**config.mk**
```make
export PLATFORM = sky130hd
export DESIGN_NAME = parking_spot_allocator
export DESIGN_NICKNAME = d
export VERILOG_FILES = /design/src/rtl/parking_pkg.sv /design/src/rtl/parking_free_spot_encoder.sv /design/src/rtl/parking_spot_allocator.sv
export SDC_FILE = /design/constraint.sdc
export NUM_CORES = 1
export LEC_CHECK = 0
export ABC_AREA = 1
export BUFFER_PORTS_ARGS = -buffer_cell sky130_fd_sc_hd__buf_4
export CAP_MARGIN = 20
export CORE_AREA = 2 2 50 52
export DETAILED_ROUTE_END_ITERATION = 12
export DIE_AREA = 0 0 52 54
export PLACE_DENSITY = 0.75
export SETUP_SLACK_MARGIN = 0.3
export SLEW_MARGIN = 20
export SYNTH_ARGS = -nofsm -noshare
export SYNTH_HDL_FRONTEND = slang
export SYNTH_SLANG_ARGS = --single-unit
```
**constraint.sdc**
```tcl
create_clock -name clk -period 1.2 [get_ports clk]
set_input_delay 0.06 -clock clk [delete_from_list [all_inputs] [get_ports clk]]
set_output_delay 0.06 -clock clk [all_outputs]
set_load 0.05 [all_outputs]
```
**src/rtl/parking_pkg.sv**
```systemverilog
// Shared types and helpers for the parking spot allocator and its free-spot encoder.
package parking_pkg;

    localparam int unsigned SPOTS_DEFAULT  = 8;
    localparam int unsigned SPOT_W_DEFAULT = 3;

    typedef enum logic {
        IDLE = 1'b0,
        OPEN = 1'b1
    } gate_state_e;

    typedef struct packed {
        logic                      found;
        logic [SPOT_W_DEFAULT-1:0] index;
    } free_spot_t;

    // Lowest index whose bitmap bit is clear and whose mask bit is set.
    function automatic free_spot_t lowest_free(input logic [SPOTS_DEFAULT-1:0] bitmap,
                                               input logic [SPOTS_DEFAULT-1:0] mask);
        free_spot_t res;
        res = '0;
        for (int unsigned i = 0; i < SPOTS_DEFAULT; i++) begin
            if (!res.found && !bitmap[i] && mask[i]) begin
                res.found = 1'b1;
                res.index = i[SPOT_W_DEFAULT-1:0];
            end
        end
        return res;
    endfunction

endpackage

```
**src/rtl/parking_free_spot_encoder.sv**
```systemverilog
// Combinational priority encoder: lowest eligible free spot of an occupancy bitmap.
module parking_free_spot_encoder #(
    parameter int unsigned SPOTS  = 8,
    parameter int unsigned SPOT_W = 3
) (
    input  logic [SPOTS-1:0]  bitmap,
    input  logic [SPOTS-1:0]  mask,
    output logic [SPOT_W-1:0] index,
    output logic              found
);

    always_comb begin
        index = '0;
        found = 1'b0;
        for (int unsigned i = 0; i < SPOTS; i++) begin
            if (!found && !bitmap[i] && mask[i]) begin
                found = 1'b1;
                index = i[SPOT_W-1:0];
            end
        end
    end

endmodule

```
**src/rtl/parking_spot_allocator.sv**
```systemverilog
// Occupancy bitmap producer and entry-gate sequencer for the car park.
// Optional reserved top spot for VIP entries: define PARKING_RESERVED_SPOT_EN.
module parking_spot_allocator
    import parking_pkg::*;
#(
    parameter int unsigned SPOTS       = SPOTS_DEFAULT,
    parameter int unsigned SPOT_W      = SPOT_W_DEFAULT,
    parameter int unsigned GATE_CYCLES = 4
) (
    input  logic              clk,
    input  logic              rst_n,
    input  logic              entry_req,
    input  logic              entry_vip,
    output logic              entry_ack,
    output logic [SPOT_W-1:0] entry_spot,
    output logic              entry_full,
    input  logic              exit_req,
    input  logic [SPOT_W-1:0] exit_spot,
    output logic              exit_ack,
    output logic              exit_err,
    output logic              gate_open,
    output logic [SPOTS-1:0]  new_capacity
);

    localparam int unsigned       CNT_W    = (GATE_CYCLES > 1) ? $clog2(GATE_CYCLES) : 1;
    localparam logic [CNT_W-1:0]  CNT_LOAD = CNT_W'(GATE_CYCLES - 1);
    localparam logic [SPOT_W:0]   SPOTS_L  = SPOTS[SPOT_W:0];

    gate_state_e       state_q, state_d;
    logic [CNT_W-1:0]  cnt_q, cnt_d;
    logic [SPOTS-1:0]  capacity_q, capacity_d;
    logic [SPOT_W-1:0] entry_spot_q, entry_spot_d;
    logic              entry_ack_q, entry_ack_d;
    logic              entry_full_q, entry_full_d;
    logic              exit_ack_q, exit_ack_d;
    logic              exit_err_q, exit_err_d;

    logic [SPOTS-1:0]  elig_mask;
    logic [SPOT_W-1:0] free_idx;
    logic              free_found;
    logic [SPOTS-1:0]  alloc_onehot;
    logic [SPOTS-1:0]  exit_onehot;
    logic              exit_in_range;
    logic              exit_hit;

`ifdef PARKING_RESERVED_SPOT_EN
    always_comb begin
        elig_mask = '1;
        if (!entry_vip) begin
            elig_mask[SPOTS-1] = 1'b0;
        end
    end
`else
    logic unused_entry_vip;
    assign unused_entry_vip = entry_vip;
    assign elig_mask        = '1;
`endif

    // Searches the pre-exit bitmap so a spot freed this edge is not handed out again.
    parking_free_spot_encoder #(
        .SPOTS  (SPOTS),
        .SPOT_W (SPOT_W)
    ) u_encoder (
        .bitmap (capacity_q),
        .mask   (elig_mask),
        .index  (free_idx),
        .found  (free_found)
    );

    always_comb begin
        state_d      = state_q;
        cnt_d        = cnt_q;
        entry_ack_d  = 1'b0;
        entry_spot_d = entry_spot_q;
        entry_full_d = 1'b0;
        alloc_onehot = '0;

        case (state_q)
            IDLE: begin
                if (entry_req) begin
                    if (free_found) begin
                        entry_ack_d  = 1'b1;
                        entry_spot_d = free_idx;
                        alloc_onehot = SPOTS'(1) << free_idx;
                        cnt_d        = CNT_LOAD;
                        state_d      = OPEN;
                    end else begin
                        entry_full_d = 1'b1;
                    end
                end
            end
            OPEN: begin
                if (cnt_q == '0) begin
                    state_d = IDLE;
                end else begin
                    cnt_d = cnt_q - CNT_W'(1);
                end
            end
            default: state_d = IDLE;
        endcase
    end

    always_comb begin
        exit_in_range = ({1'b0, exit_spot} < SPOTS_L);
        exit_hit      = 1'b0;
        exit_onehot   = '0;
        exit_ack_d    = 1'b0;
        exit_err_d    = 1'b0;
        if (exit_req) begin
            if (exit_in_range && capacity_q[exit_spot]) begin
                exit_hit    = 1'b1;
                exit_onehot = SPOTS'(1) << exit_spot;
                exit_ack_d  = 1'b1;
            end else begin
                exit_err_d  = 1'b1;
            end
        end
        capacity_d = (capacity_q | alloc_onehot) & ~exit_onehot;
    end

    always_ff @(posedge clk or negedge rst_n) begin
        if (!rst_n) begin
            state_q      <= IDLE;
            cnt_q        <= '0;
            capacity_q   <= '0;
            entry_spot_q <= '0;
            entry_ack_q  <= 1'b0;
            entry_full_q <= 1'b0;
            exit_ack_q   <= 1'b0;
            exit_err_q   <= 1'b0;
        end else begin
            state_q      <= state_d;
            cnt_q        <= cnt_d;
            capacity_q   <= capacity_d;
            entry_spot_q <= entry_spot_d;
            entry_ack_q  <= entry_ack_d;
            entry_full_q <= entry_full_d;
            exit_ack_q   <= exit_ack_d;
            exit_err_q   <= exit_err_d;
        end
    end

    assign entry_ack    = entry_ack_q;
    assign entry_spot   = entry_spot_q;
    assign entry_full   = entry_full_q;
    assign exit_ack     = exit_ack_q;
    assign exit_err     = exit_err_q;
    assign gate_open    = (state_q == OPEN);
    assign new_capacity = capacity_q;

endmodule

```
==> results of run 1 <==
==> worst max-delay path, delay by kind of cell (launching register included) <==
| kind | cells | cell delay (ps) |
|---|---|---|
| AND/OR/NAND/NOR | 3 | 520 |
| flip-flops | 1 | 390 |
| adder cells (fa/ha/maj) | 1 | 180 |
| buffers and inverters | 1 | 60 |
==> layout make-up <==
type | instances | area, um2 | area share, %
Multi-Input combinational cell | 88 | 559 | 34.0
Timing Repair Buffer | 46 | 472 | 28.7
Sequential cell | 18 | 462 | 28.1
Inverter | 23 | 86.3 | 5.26
Tap cell | 30 | 37.5 | 2.28
Clock buffer | 4 | 26.3 | 1.60
==> final timing paths <==
kind                                start               to  slack (ps)  depth (start not counted)
worst max-delay path             cnt_q[0]         cnt_q[1]         -50                          5
worst min register to register   cnt_q[0]         cnt_q[0]         570                          2
max in group asynchronous           rst_n  new_capacity[5]         820                          2
worst min-delay path            entry_req  new_capacity[7]          90                          3
worst max register to register   cnt_q[0]         cnt_q[1]         -50                          5
min in group asynchronous           rst_n    entry_spot[0]         160                          2
==> routing by layer <==
| metal | global-route usage (%) | share of wire [%] |
|---|---|---|
| met5 | 0 | 0 |
| met3 | 3.61 | 3.0 |
| met1 | 25.2 | 42 |
| met2 | 38.8 | 53 |
| met4 | 7.02 | 1.6 |
==> flip-flops by register name, indices dropped and copies added (netlist names) <==
register	cells
new_capacity	8
entry_ack	1
entry_full	1
cnt_q	2
gate_open	1
entry_spot	3
exit_err	1
exit_ack	1
==> repair_timing <==
action | in CTS | in global routing
hold endpoints to repair | 18 | 0
setup buffers | 8 | 8
hold buffers | 1 | 0
endpoints found under the setup margin | 33 | 34
gates resized for setup | 40 | 15
pin swaps | 12 | 10
==> kinds of logic after synthesis <==
logic type / share of synthesized area [%]
and+or+nand+nor: 32.0
buffers and inverters: 9.06
AOI/OAI and AO/OA: 13.0
DFF: 44.7
adders and majority gates: 1.24
==> synthesized netlist by cell type, drive strengths merged <==
library cell  count
o21ai             7
nor2             16
nor3              3
buf               1
nand3b            1
or2               1
nand3             9
o21bai            1
nand4             1
o211ai            1
o31ai             1
a31o              3
a31oi             1
ha                1
a22oi             2
nand2            37
a21oi             3
dfrtp            18
inv              23
==> power breakdown <==
group | switching [W] | internal, W
logic | 0.00190 | 0.00150
clock network | 0.000183 | 0.000129
registers | 0.000240 | 0.000874
==> per-stage QoR <==
stage / cells / total power, W / TNS (ps)
final: 209 / 0.00482 / -176
after global routing: 209 / 0.00512 / -1160
after CTS: 201 / 0.00445 / -102
after detailed placement: 188 / 0.00356 / -110
after global placement: 188 / 0.00349 / 0
after floorplan: 130 / 0.00278 / -1060
==> impl_results.md, run 1 <==
* Status: finished with violations
* Failing checks: setup timing
* Nets@finish at 189
* Cell Area, Placed at approximately 1300 um2
* Port Buf Inserts at 22
* First-pass GRT wire length at around 4400 um
* Die height at 54 um
* Num rows at 18
* Pin count of the biggest net entering global routing at 19
* Root buf cell: clkbuf_4
* Critical-path top delay cell: dfrtp_1
* Vias in the first global route at 1010
* Mean Syn Cell Area at 7.76 um2
* Num CTS Buffers at 3
* RePlAce Congestion at 0.858
* Fin crit period at about 1200 ps
* Via count at 1030
* Vias per cell at 4.93
* Die Width at 52 um
* Biggest area consumer among synthesized cells: dfrtp_1
* Crit. End Element: flip-flop
* Global-route usage over all layers at a little over a fifth
* Fillers at 184
* Final Core Density at 70.8%
* Ys Warns at 0
* Dominant cells by area after synthesis: dfrtp_1 (45%), nand2_1 (13%), inv_1 (8.6%)
* Clock Latency Late Sink at 290 ps
* I/O pins at 24
* Slew @ Worst Pin at about 300 ps
* Setup WS post-layout at -46.3 ps
* DRT antenna net count at 0
* Fin Hold WS at slightly below 90 ps
* Clock Skew at 12.1 ps
* Most frequent cells in the layout: nand2_1 (28), inv_1 (21), buf_4 (21)
* Crit path arrival time at 1440 ps
* DRC viols at 0
* Pre-antenna DRT Iters at 4
* Clock sinks at 18
* Final Cell Area at 1640 um2
* Leakage dissipation at 0.845 nW
* Layout cells sized above 1 at 48.0%
* Power per cell area at 2940 nW/um2
* Worst vdd ir at 1710 uV
* Hold WC Path Type: in -> reg
* Max Buffers Root-to-Sink at 2
* Fin crit share at 104%
* Antenna violations before repair at 0
* Synthesized instance count at 130
* Crit-path max FO at 3
* Slowest stage delay, CP at between 300 and 400 ps
* Dpl hpwl at 1760 um
* Worst EP required at 1390 ps
* Post-synthesis cell type count at 22
* CTS clk-pin slew, worst paths at 110 ps
* Worst rel slew slack at 79.8%
* CORE AREA at around 2300 um2
* Starting DRC count in detailed routing at 24
* Startpoint types: flip-flop
* Die area at 2810 um2
* Post-synth top area share at 44.7%
* Routed WL per cell at 12.9 um
* GR Overflow Total at 0
* Setup violators final at 6
* Netlist Area Pre-Place at 1010 um2
* CTS tree: yes
* RSZ-0062 raised after global routing: true
* Flops & latches, synth at 18
* Max Cap Violations at 0
* Max Slew Vio Count at 0
* P&R area growth vs syn at 62.9%
* Final wirelength at roughly 2700 um
* Post-synthesis sequential area ratio at 44.7%
* Maximum clock rate at about 800 MHz
* Setup Slack @ Placement at -60.3 ps
* H-tree depth reported by CTS at 1
* Fin. Hold Viols at 0
* Setup CP Type: reg -> reg
* Syn_nets at 139
* Starting Density at around 43%
* N_diodes at 0
* Critical Path, Cell by Cell: inv_1 > ha_1 > or2_2 > nand3_1 > nand2_2
* Commonest non-fill, non-tap cell in the layout: nand2_1
No activity file was read; power rests on OpenSTA's default activity.
==> run 2: changes to the inputs <==
- CORE_AREA: 2 2 50 52 -> 2 2 48 50
- DIE_AREA: 0 0 52 54 -> 0 0 50 52
- PLACE_DENSITY: 0.75 -> 0.78
- clock period: 1.2 -> 1.44 ns (I/O delays scaled with it)
==> impl_results.md, run 2 (same netlist as run 1, synthesis figures left out) <==
* CORE AREA at 2110 um2 (was 2320 um2)
* Leakage dissipation at 0.730 nW (was 0.845 nW)
* Most frequent cells in the layout: nand2_1 (30), inv_1 (22), buf_4 (22) (was nand2_1 (28), inv_1 (21), buf_4 (21))
* Commonest non-fill, non-tap cell in the layout: nand2_1 (unchanged)
* GR met3 Demand/Resource at 2.87% (was 3.61%)
* N_diodes at 0 (unchanged)
* Via count at 951 (was 1030)
* Routed WL per cell at 11.6 um (was 12.9 um)
* RSZ-0062 raised after global routing: true (unchanged)
* Crit-path max FO at 5 (was 3)
* Worst EP required at 1670 ps (was 1390 ps)
* Fillers at 170 (was 184)
* Clock Skew at 0.474 ps (was 12.1 ps)
* Crit path arrival time at 1480 ps (was 1440 ps)
* Max Buffers Root-to-Sink at 2 (unchanged)
* Die Width at 50 um (was 52 um)
* Setup violators final at 0 (was 6)
* Hold WC Path Type: in -> reg (unchanged)
* P&R area growth vs syn at 38.5% (was 62.9%)
* Max reg flops at 8 (unchanged)
* Maximum clock rate at 801 MHz (was 802 MHz)
* Startpoint types: flip-flop (unchanged)
* Antenna violations before repair at 0 (unchanged)
* GR Util met2 at 30.7% (was 38.8%)
* Worst rel slew slack at 81.1% (was 79.8%)
* I/O pins at 24 (unchanged)
* Fin crit share at 86.7% (was 104%)
* Final Core Density at 66.3% (was 70.8%)
* Die area at 2600 um2 (was 2810 um2)
* Pin count of the biggest net entering global routing at 19 (unchanged)
* First-pass GRT wire length at 3540 um (was 4360 um)
* Max Slew Vio Count at 0 (unchanged)
* Root buf cell: clkbuf_4 (unchanged)
* Clock Latency Late Sink at 280 ps (was 290 ps)
* Vias in the first global route at 858 (was 1010)
* Slew @ Worst Pin at 282 ps (was 302 ps)
* CTS clk-pin slew, worst paths at 100 ps (was 110 ps)
* Vias per cell at 5.01 (was 4.93)
* Busiest layer in global routing: met2 (unchanged)
* RePlAce Congestion at 0.842 (was 0.858)
* Port Buf Inserts at 22 (unchanged)
* Fin crit period at 1250 ps (about the same)
* Starting DRC count in detailed routing at 15 (was 24)
* Fin. Hold Viols at 0 (unchanged)
* Die height at 52 um (was 54 um)
* Crit. End Element: flip-flop (unchanged)
* Final wirelength at 2210 um (was 2690 um)
* Nets@finish at 172 (was 189)
* Met1 GRT Util at 21.8% (was 25.2%)
* CTS tree: yes (unchanged)
* Worst vdd ir at 1270 uV (was 1710 uV)
* Setup CP Type: reg -> reg (unchanged)
* Status: finished clean (was finished with violations)
* Layout cells sized above 1 at 39.5% (was 48.0%)
* Num CTS Buffers at 3 (unchanged)
* H-tree depth reported by CTS at 1 (unchanged)
* Clock sinks at 18 (unchanged)
* Pre-antenna DRT Iters at 4 (unchanged)
* Global-route usage over all layers at 18.0% (was 21.2%)
* Dpl hpwl at 1620 um (was 1760 um)
* Num rows at 17 (was 18)
* DRC viols at 0 (unchanged)
* DRT antenna net count at 0 (unchanged)
* Final TNS setup at 0 ps (was -176 ps)
* Power per cell area at 2370 nW/um2 (was 2940 nW/um2)
* Starting Density at 47.9% (was 43.5%)
* GR Overflow Total at 0 (unchanged)
* Max Cap Violations at 0 (unchanged)
==> run 2: metal layers <==
layer / routed length [um] / part of all wire [%]
met3: 116 / 5.2
met5: 0 / 0
met1: 873 / 40
met2: 1200 / 54
met4: 16 / 0.72
==> run 2: per-stage QoR <==
step           instance area (um2)  hold WS [ps]  instances  worst slack [ps]  total power, W
3_5_place_dp                  1230         -49.9        180               124         0.00283
2_1_floorplan                 1030          -224        130              40.4         0.00232
5_1_grt                       1400          77.1        190               106         0.00355
4_1_cts                       1320          79.9        189               192         0.00321
6_report                      1400          96.7        190               192         0.00331
3_3_place_gp                  1230         -53.4        180               173         0.00278
==> run 2: final timing paths <==
check / startpoint / endpoint / slack [ps] / cells past startpoint
max: new_capacity[3] / entry_spot[1] / 190 / 7
min reg2reg: entry_spot[0] / entry_spot[0] / 490 / 2
min in group asynchronous: rst_n / entry_full / 170 / 2
max reg2reg: new_capacity[3] / entry_spot[1] / 190 / 7
min: entry_req / new_capacity[7] / 100 / 3
max in group asynchronous: rst_n / new_capacity[1] / 1060 / 2
==> run 2: area by class of cell <==
cell class | instances | area [um2] | share of cell area (%)
multi-input cells | 88 | 534 | 38.3
well taps | 28 | 35.0 | 2.51
inverters | 23 | 86.3 | 6.18
flip-flops and latches | 18 | 462 | 33.1
repair buffers | 29 | 243 | 17.4
clock buffers | 4 | 36.3 | 2.60
==> run 2: what timing repair did <==
item / CTS / global route
gates cloned: 0 / 0
buffers inserted: 4 / 1
setup endpoints to repair: 10 / 20
resized for setup: 3 / 17
pin swaps: 3 / 5
hold buffers: 1 / 0
hold endpoints to repair: 18 / 0
==> run 2: power by group <==
part	internal, W	switching (W)	total [W]
Combinational	0.000731	0.00135	0.00208
Clock	0.000154	0.000146	0.000300
Sequential	0.000729	0.000207	0.000935
==> run 2: critical path, cell delays in order, from the launching register on <==
cell,delay [ps]
dfrtp_2,400
nand2_4,80
nor2_8,140
nand4_4,120
o21bai_4,220
buf_4,150
nand2_1,50
nand2_1,50
==> run 3: changes to the inputs <==
- BUFFER_PORTS_ARGS: -buffer_cell sky130_fd_sc_hd__buf_4 -> unset
- DONT_BUFFER_PORTS: unset -> 1
- PLACE_DENSITY: 0.78 -> 0.68
==> impl_results.md, run 3 (same netlist as run 1, synthesis figures left out) <==
* Die Width at 50 um (unchanged)
* CTS tree: yes (unchanged)
* Startpoint types: flip-flop (unchanged)
* Commonest non-fill, non-tap cell in the layout: nand2_1 (unchanged)
* Max Buffers Root-to-Sink at 2 (unchanged)
* Port Buf Inserts at 0 (was 22)
* Die height at 52 um (unchanged)
* DRC viols at 0 (unchanged)
* Reg-to-reg slack, setup at 150 ps (was 190 ps)
* Max reg flops at 8 (unchanged)
* Vias per cell at 5.26 (was 5.01)
* First-pass GRT wire length at 3950 um (was 3540 um)
* Setup violators final at 0 (unchanged)
* Starting Density at 47.9% (unchanged)
* FF+latch area at 462 um2 (unchanged)
* CP Capture Point: new_capacity[7] (was entry_spot[1])
* I/O pins at 24 (unchanged)
* Critical Path, Cell by Cell: nand2_4 > nor2_8 > nand4_4 > buf_4 > nor2_4 > nand3_1 > a21oi_1 (was nand2_4 > nor2_8 > nand4_4 > o21bai_4 > buf_4 > nand2_1 > nand2_1)
* Multi-input gate area in the final layout at 541 um2 (was 534 um2)
* Worst Path Buf+Inv at 1 (unchanged)
* Leakage dissipation at 0.682 nW (was 0.730 nW)
* Num CTS Buffers at 3 (unchanged)
* Slowest stage delay, CP at 410 ps (was 400 ps)
* Most frequent cells in the layout: nand2_1 (29), inv_1 (22), nor2_1 (13) (was nand2_1 (30), inv_1 (22), buf_4 (22))
* Crit path arrival time at 1510 ps (was 1480 ps)
* Critical Path Stages at 7 (unchanged)
* Clock Latency Late Sink at 290 ps (was 280 ps)
* CORE AREA at 2110 um2 (unchanged)
* Num rows at 17 (unchanged)
* Vias in the first global route at 922 (was 858)
* Met1 GRT Util at 25.1% (was 21.8%)
* P&R area growth vs syn at 33.3% (was 38.5%)
* Pre-antenna DRT Iters at 4 (unchanged)
* Worst rel slew slack at 46.4% (was 81.1%)
* Critical path's top delay family: simple AND/OR/NAND/NOR gates (unchanged)
* Starting DRC count in detailed routing at 27 (was 15)
* Layout cells sized above 1 at 35.7% (was 39.5%)
* Clock sinks at 18 (unchanged)
* CTS clk-pin slew, worst paths at 100 ps (about the same)
* Hold WC Path Type: in -> reg (unchanged)
* Crit-path max FO at 4 (was 5)
* Dpl hpwl at 1640 um (was 1620 um)
* H-tree depth reported by CTS at 1 (unchanged)
* GR Overflow Total at 0 (unchanged)
* Fin crit period at 1290 ps (was 1250 ps)
* N_diodes at 0 (unchanged)
* RePlAce Congestion at 0.812 (was 0.842)
* DRT antenna net count at 0 (unchanged)
* Antenna violations before repair at 0 (unchanged)
* Max Cap Violations at 0 (unchanged)
* Fin crit share at 89.8% (was 86.7%)
* Via count at 958 (was 951)
* Maximum clock rate at 773 MHz (was 801 MHz)
* Busiest layer in global routing: met2 (unchanged)
* Setup WS post-layout at 147 ps (was 192 ps)
* Pin count of the biggest net entering global routing at 19 (unchanged)
* Global-route usage over all layers at 20.0% (was 18.0%)
* Max Slew Vio Count at 0 (unchanged)
* Fin. Hold Viols at 0 (unchanged)
* Critical-path top delay cell: dfrtp_2 (unchanged)
* Setup Slack @ Placement at 153 ps (was 124 ps)
* Clock Skew at 3.90 ps (was 0.474 ps)
* Crit Reg-Reg Endpoint: new_capacity[7] (was entry_spot[1])
* GR Util met2 at 34.6% (was 30.7%)
* Slew @ Worst Pin at 801 ps (was 282 ps)
* Final wirelength at 2320 um (was 2210 um)
* Status: finished clean (unchanged)
* Worst vdd ir at 1300 uV (was 1270 uV)
* RR Startpoint: new_capacity[3] (unchanged)
* GR met3 Demand/Resource at 2.87% (unchanged)
* Root buf cell: clkbuf_4 (unchanged)
* Die area at 2600 um2 (unchanged)
* Worst EP required at 1660 ps (was 1670 ps)
* RSZ-0062 raised after global routing: true (unchanged)
* Fillers at 193 (was 170)
* Nets@finish at 164 (was 172)
* Crit path from: new_capacity[3] (unchanged)
* Setup CP Type: reg -> reg (unchanged)
* Final TNS setup at 0 ps (unchanged)
* Routed WL per cell at 12.8 um (was 11.6 um)
* Reg2Reg Depth at 7 (unchanged)
* Power per cell area at 2460 nW/um2 (was 2370 nW/um2)
* Crit. End Element: flip-flop (unchanged)
run 3: how the worst min path moves through the flow:
stage	endpoint	start	cells after the start
after floorplan	cnt_q[0]	rst_n	0
after global placement	new_capacity[7]	rst_n	0
after detailed placement	entry_full	rst_n	0
after CTS	new_capacity[7]	exit_spot[2]	3
after global routing	new_capacity[2]	entry_req	3
final	exit_ack	exit_spot[2]	3
run 3: worst min-delay path, cell delays in order:
cell,delay (ps)
inv_1,70
nand2_2,90
a21oi_1,50
run 3: final cells by class:
type                       instances  share of cell area, %
inverter                          23                   6.42
clock buffer                       4                   1.96
tap                               28                   2.61
timing repair buffer              21                   14.4
sequential                        18                   34.4
multi-input combinational         88                   40.2
run 3: repair_timing:
action / 4_1_cts / 5_1_grt
gates cloned: 0 / 0
gates resized for setup: 9 / 15
pin swaps: 5 / 9
endpoints found under the hold margin: 25 / 0
setup buffers: 3 / 4
endpoints found under the setup margin: 15 / 19
hold buffers: 4 / 0
run 3: metrics by stage:
stage          total power, W  std cells  cell area [um2]  hold slack (ps)  utilization (%)
2_1_floorplan         0.00232        130             1030             -224                -
3_3_place_gp          0.00268        167             1140             -223             54.0
3_5_place_dp          0.00272        167             1140             -223             54.0
4_1_cts               0.00312        178             1260             18.6             59.9
5_1_grt               0.00354        182             1340             26.1             63.8
6_report              0.00331        182             1340             17.3             63.8
run 3: per-layer routing:
layer | part of all wire, % | wire length, um
met2 | 52 | 1210
met4 | 0.60 | 14
met5 | 0 | 0
met1 | 41 | 961
met3 | 5.7 | 133
run 3: where the power goes:
| group | total [W] | internal [W] | switching [W] |
|---|---|---|---|
| registers | 0.00112 | 0.000725 | 0.000397 |
| logic | 0.00192 | 0.000725 | 0.00120 |
| clock network | 0.000261 | 0.000108 | 0.000154 |
